File: config.mk
export PLATFORM = sky130hd
export DESIGN_NAME = i2s_tx_flat
export DESIGN_NICKNAME = d
export VERILOG_FILES = /design/src/rtl/i2s_pkg.sv /design/src/rtl/i2s_tx_if.sv /design/src/rtl/i2s_bclk_gen.sv /design/src/rtl/i2s_tx.sv /design/src/flat_wrapper.sv
export SDC_FILE = /design/constraint.sdc
export NUM_CORES = 1
export LEC_CHECK = 0
export ABC_AREA = 1
export BUFFER_PORTS_ARGS = -buffer_cell sky130_fd_sc_hd__buf_2
export CAP_MARGIN = 40
export CELL_PAD_IN_SITES_DETAIL_PLACEMENT = 2
export CELL_PAD_IN_SITES_GLOBAL_PLACEMENT = 2
export CORE_UTILIZATION = 25
export DETAILED_ROUTE_END_ITERATION = 12
export PLACE_DENSITY_LB_ADDON = 0.1
export SLEW_MARGIN = 10
export SYNTH_ARGS = -nofsm -noshare
export SYNTH_HDL_FRONTEND = slang
export SYNTH_HIERARCHICAL = 1
export SYNTH_SLANG_ARGS = --single-unit
export TNS_END_PERCENT = 50
File: constraint.sdc
create_clock -name clk -period 1.94 [get_ports clk]
set_clock_uncertainty 0.1 [all_clocks]
set_input_delay 0.582 -clock clk [delete_from_list [all_inputs] [get_ports clk]]
set_output_delay 0.582 -clock clk [all_outputs]
set_load 0.02 [all_outputs]
File: src/rtl/i2s_pkg.sv
// i2s_pkg: shared types and constants for the I2S transmitter.
//   SAMPLE_W        - width of one channel sample
//   FRAME_SLOTS     - BCLK slots per stereo frame
//   stereo_sample_t - {left, right} pair, left in the upper half
package i2s_pkg;
  localparam int SAMPLE_W    = 16;
  localparam int FRAME_SLOTS = 32;
  localparam int SLOT_W      = $clog2(FRAME_SLOTS);

  typedef struct packed {
    logic [15:0] l;
    logic [15:0] r;
  } stereo_sample_t;
endpackage

File: src/rtl/i2s_tx_if.sv
// i2s_tx_if: sample handshake between the filter chain and the transmitter.
//   left_in / right_in - two's complement samples
//   sample_valid       - pair on left_in/right_in is valid
//   sample_ready       - transmitter holding register is empty
// master = upstream producer, slave = i2s_tx.
interface i2s_tx_if;
  import i2s_pkg::*;

  logic [SAMPLE_W-1:0] left_in;
  logic [SAMPLE_W-1:0] right_in;
  logic                sample_valid;
  logic                sample_ready;

  modport master (output left_in, output right_in, output sample_valid,
                  input  sample_ready);
  modport slave  (input  left_in, input  right_in, input  sample_valid,
                  output sample_ready);
endinterface

File: src/rtl/i2s_bclk_gen.sv
// i2s_bclk_gen: divides clk down to the I2S bit clock.
//   clk, reset_n - system clock, async active-low reset
//   bclk_o       - bit clock, toggles every BCLK_DIV clk cycles
//   fall_en_o    - high in the clk cycle whose edge takes bclk 1->0
//   rise_en_o    - high in the clk cycle whose edge takes bclk 0->1
module i2s_bclk_gen #(
  parameter int BCLK_DIV = 4
) (
  input  logic clk,
  input  logic reset_n,
  output logic bclk_o,
  output logic fall_en_o,
  output logic rise_en_o
);
  localparam int CW = (BCLK_DIV > 1) ? $clog2(BCLK_DIV) : 1;
  localparam logic [CW-1:0] TERM = CW'(BCLK_DIV - 1);

  logic [CW-1:0] div_cnt_q, div_cnt_d;
  logic          bclk_q, bclk_d;
  logic          term;

  assign term = (div_cnt_q == TERM);

  always_comb begin
    div_cnt_d = term ? '0 : div_cnt_q + 1'b1;
    bclk_d    = term ? ~bclk_q : bclk_q;
  end

  always_ff @(posedge clk or negedge reset_n) begin
    if (!reset_n) begin
      div_cnt_q <= '0;
      bclk_q    <= 1'b0;
    end else begin
      div_cnt_q <= div_cnt_d;
      bclk_q    <= bclk_d;
    end
  end

  assign bclk_o    = bclk_q;
  assign fall_en_o = term &  bclk_q;
  assign rise_en_o = term & ~bclk_q;
endmodule

File: src/rtl/i2s_tx.sv
// i2s_tx: stereo Philips-I2S transmitter with a one-entry holding register.
//   clk, reset_n - system clock, async active-low reset
//   smp          - sample handshake (i2s_tx_if.slave)
//   mute         - only with I2S_TX_MUTE_EN: zero the word loaded at a frame start
//   bclk, lrclk  - bit clock and word select (0 = left)
//   sdata        - serial data, updated on bclk falling edges
//   underrun     - one-clk pulse when a frame starts with no pair available
// Optional feature macro: I2S_TX_MUTE_EN.
module i2s_tx
  import i2s_pkg::*;
#(
  parameter int BCLK_DIV = 4
) (
  input  logic     clk,
  input  logic     reset_n,
  i2s_tx_if.slave  smp,
`ifdef I2S_TX_MUTE_EN
  input  logic     mute,
`endif
  output logic     bclk,
  output logic     lrclk,
  output logic     sdata,
  output logic     underrun
);
  logic fall_en, rise_en;

  i2s_bclk_gen #(.BCLK_DIV(BCLK_DIV)) u_bclk (
    .clk       (clk),
    .reset_n   (reset_n),
    .bclk_o    (bclk),
    .fall_en_o (fall_en),
    .rise_en_o (rise_en)
  );

  logic [SLOT_W-1:0]     slot_cnt_q, slot_cnt_d;
  logic [2*SAMPLE_W-1:0] shreg_q, shreg_d;
  stereo_sample_t        hold_q, hold_d;
  logic                  empty_q, empty_d;
  logic                  sdata_q, sdata_d;
  logic                  lrclk_q, lrclk_d;
  logic                  underrun_q, underrun_d;

  stereo_sample_t in_pair, word;
  logic           load;

  assign in_pair = '{l: smp.left_in, r: smp.right_in};
  // Slot 31 -> 0 transition: the frame boundary where a new pair is loaded.
  assign load    = fall_en && (slot_cnt_q == SLOT_W'(FRAME_SLOTS - 1));

  always_comb begin
    slot_cnt_d = slot_cnt_q;
    shreg_d    = shreg_q;
    hold_d     = hold_q;
    empty_d    = empty_q;
    sdata_d    = sdata_q;
    lrclk_d    = lrclk_q;
    underrun_d = 1'b0;
    word       = '0;

    if (fall_en) begin
      slot_cnt_d = slot_cnt_q + 1'b1;
      sdata_d    = shreg_q[2*SAMPLE_W-1];
      lrclk_d    = (slot_cnt_d >= SLOT_W'(FRAME_SLOTS / 2));
      shreg_d    = shreg_q << 1;
    end

    if (load) begin
      if (!empty_q) begin
        word    = hold_q;
        empty_d = 1'b1;
      end else if (smp.sample_valid) begin
        // Bypass: the handshake completes straight into the shifter.
        word = in_pair;
      end else begin
        underrun_d = 1'b1;
      end
`ifdef I2S_TX_MUTE_EN
      if (mute) word = '0;
`endif
      shreg_d = word;
    end else if (smp.sample_valid && empty_q) begin
      hold_d  = in_pair;
      empty_d = 1'b0;
    end
  end

  always_ff @(posedge clk or negedge reset_n) begin
    if (!reset_n) begin
      slot_cnt_q <= SLOT_W'(FRAME_SLOTS - 1);
      shreg_q    <= '0;
      hold_q     <= '0;
      empty_q    <= 1'b1;
      sdata_q    <= 1'b0;
      lrclk_q    <= 1'b0;
      underrun_q <= 1'b0;
    end else begin
      slot_cnt_q <= slot_cnt_d;
      shreg_q    <= shreg_d;
      hold_q     <= hold_d;
      empty_q    <= empty_d;
      sdata_q    <= sdata_d;
      lrclk_q    <= lrclk_d;
      underrun_q <= underrun_d;
    end
  end

  // A bclk edge is either a rise or a fall, never both.
  a_edge_excl: assert property (@(posedge clk) disable iff (!reset_n)
                                !(rise_en && fall_en));

  assign smp.sample_ready = empty_q;
  assign sdata            = sdata_q;
  assign lrclk            = lrclk_q;
  assign underrun         = underrun_q;
endmodule

File: src/flat_wrapper.sv
// flat-port wrapper written by rule: the top's interface ports become plain ports
module i2s_tx_flat import i2s_pkg::*;
#(
  parameter int BCLK_DIV = 4
)
  (clk, reset_n, bclk, lrclk, sdata, underrun, smp_left_in, smp_right_in, smp_sample_valid, smp_sample_ready);
  i2s_tx_if smp_i ();
  input  logic clk;
  input  logic reset_n;
  output logic bclk;
  output logic lrclk;
  output logic sdata;
  output logic underrun;
  input wire logic [$bits(smp_i.left_in)-1:0] smp_left_in;
  input wire logic [$bits(smp_i.right_in)-1:0] smp_right_in;
  input wire logic [$bits(smp_i.sample_valid)-1:0] smp_sample_valid;
  output wire logic [$bits(smp_i.sample_ready)-1:0] smp_sample_ready;
  assign smp_i.left_in = smp_left_in;
  assign smp_i.right_in = smp_right_in;
  assign smp_i.sample_valid = smp_sample_valid;
  assign smp_sample_ready = smp_i.sample_ready;
  i2s_tx #(.BCLK_DIV(BCLK_DIV)) u_core (.clk(clk), .reset_n(reset_n), .smp(smp_i), .bclk(bclk), .lrclk(lrclk), .sdata(sdata), .underrun(underrun));
endmodule
==> run summary <==
Clock edge transition at the registers on the reported setup and hold paths -> 0.06 ns
Slowest cell on the critical path -> dfstp_2
Global Route Usage Sum -> 15.7%
CTS tree -> done
Leakage -> 2.52 nW
Max-cap violation count -> 0
Top Ports -> 40
Area Growth Syn to Fin -> 21.3%
Starting density of the core -> 25.8%
Post-Synthesis Cells -> 500
Port buffer count -> 39
Avg Synthesized Cell Area -> 7.56 um2
Largest net degree at the start of global routing -> 77
Global-route wire length before repair -> 19000 um
Leading cell type in the layout, fill and taps excluded -> nand2_1
Final min period -> 1.88 ns
DR WL/cell -> 15.1 um
Most frequent cells in the layout -> nand2_1, nand3_1, dfrtp_1, buf_2, inv_1
Depth of the CTS H-tree -> 3
Drt first pass iters -> 8
Status -> finished, violations left
GPL Wtd Cong -> 0.707
Tcrit/Tclk final -> 96.7%
Worst EP arrival -> 1.19 ns
Worst-path cell chain -> buf_2
Crit Path Category -> register to output pin
# rows -> 44
Via count of the routed design -> 3324
Final Max Slew Viols -> 0
CP Max Fanout -> 8
Worst hold path type -> input pin to asynchronous set/reset pin
Pwr per Cell Area -> 798 nW/um2
Worst reg2reg path depth -> 10
Setup TNS -> 0 ns
Achievable Freq -> 0.533 GHz
CP Capture Type -> output pin
Hold WS -> 0.166 ns
Setup Viol. Count Final -> 0
Post-DP HPWL -> 7320 um
Post-route ant nets -> 0
Buf+Inv Stages, Crit Path -> 1
DR DRC count -> 6
Critical Path RT -> 1.26 ns
Die H -> 125 um
VDD IR max -> 401 uV
Final hold violation count -> 0
Flop-to-flop setup slack -> 0.12 ns
Share of cells above drive strength 1 -> 16.0%
Synthesized area -> 3780 um2
Delay-heaviest family, CP -> flip-flops
Final WL -> 11000 um
Drt via density -> 4.56
Initial drt markers -> 87
Vias in the first global route -> 3678
Post-synth net total -> 538
Core Region -> 14600 um2
Clk buf depth -> 2
Reg2reg end -> u_core/shreg_q[25]
Failing checks -> design-rule violations
Total CTS buffers -> 9
Initial antenna violation count -> 0
Diode count -> 0
Clock Latency Late Sink -> 0.34 ns
Die area -> 15600 um2
Max stage delay on crit path -> 0.65 ns
GR Overflow Total -> 0
Final Util -> 31.3%
DIE WIDTH -> 125 um
Root buffer cell -> clkbuf_16
Relative slew margins -> 54.2%
Type of origin of the critical path -> register
Reg2reg start -> u_core/slot_cnt_q[0]
RSZ-0062 raised after global routing -> no
Yosys warning count -> 6
Slew @ Worst Pin -> 0.686 ns
Sink Count -> 76
Layout Nets -> 578
-- sequential cells by signal, summed over array words and instances, names as in the netlist --
name	cells
u_core/slot_cnt_q	5
u_core/u_bclk/bclk_o	1
u_core/sdata	1
u_core/lrclk	1
u_core/hold_q	32
u_core/underrun	1
u_core/shreg_q	32
u_core/smp.sample_ready	1
u_core/u_bclk/div_cnt_q	2
-- area by class of cell --
type	count	area, um2
multi-input cells	355	1510
fillers	1720	10100
inverters	39	151
repair buffers	59	477
well taps	184	230
clock buffers	12	256
clock inverters	4	47.5
flip-flops and latches	76	1910
-- worst max-delay path by stage --
stage / startpoint / to / slack (ns) / depth (start not counted)
finish: u_core/smp.sample_ready / smp_sample_ready / 0.06 / 1
global route: u_core/smp.sample_ready / smp_sample_ready / 0.004 / 1
CTS: u_core/slot_cnt_q[0] / u_core/shreg_q[25] / 0.03 / 10
detailed placement: u_core/slot_cnt_q[0] / u_core/hold_q[19] / 0.09 / 10
global placement: u_core/slot_cnt_q[0] / u_core/shreg_q[12] / 0.14 / 10
floorplan: u_core/slot_cnt_q[0] / u_core/shreg_q[3] / 0.27 / 10
-- report_power, final --
group,switching (mW),internal (mW)
logic,0.129,0.0871
registers,0.0414,1.66
clock network,0.675,1.06
-- through the flow --
stage | cells | setup WS [ns] | instance area, um2 | power (mW)
4_1_cts | 728 | 0.0293 | 4570 | 3.74
3_5_place_dp | 712 | 0.0941 | 4260 | 1.96
3_3_place_gp | 712 | 0.145 | 4260 | 1.95
6_report | 729 | 0.0643 | 4590 | 3.66
5_1_grt | 729 | 0.00379 | 4590 | 3.84
2_1_floorplan | 500 | 0.265 | 3780 | 1.83
-- metal layers --
layer	routed length, um	track usage [%]	part of all wire [%]
met5	0	0	0
met4	161	4.95	1.5
met3	321	4.32	2.9
met2	5550	27.1	50
met1	4990	18.8	45
-- timing repair --
| action | 4_1_cts | 5_1_grt |
|---|---|---|
| hold buffers | 0 | 0 |
| gates resized for setup | 0 | 4 |
| endpoints found under the setup margin | 0 | 42 |
| setup buffers | 0 | 1 |
| hold endpoints to repair | 0 | 0 |
Power figures use the tool's default switching activity.
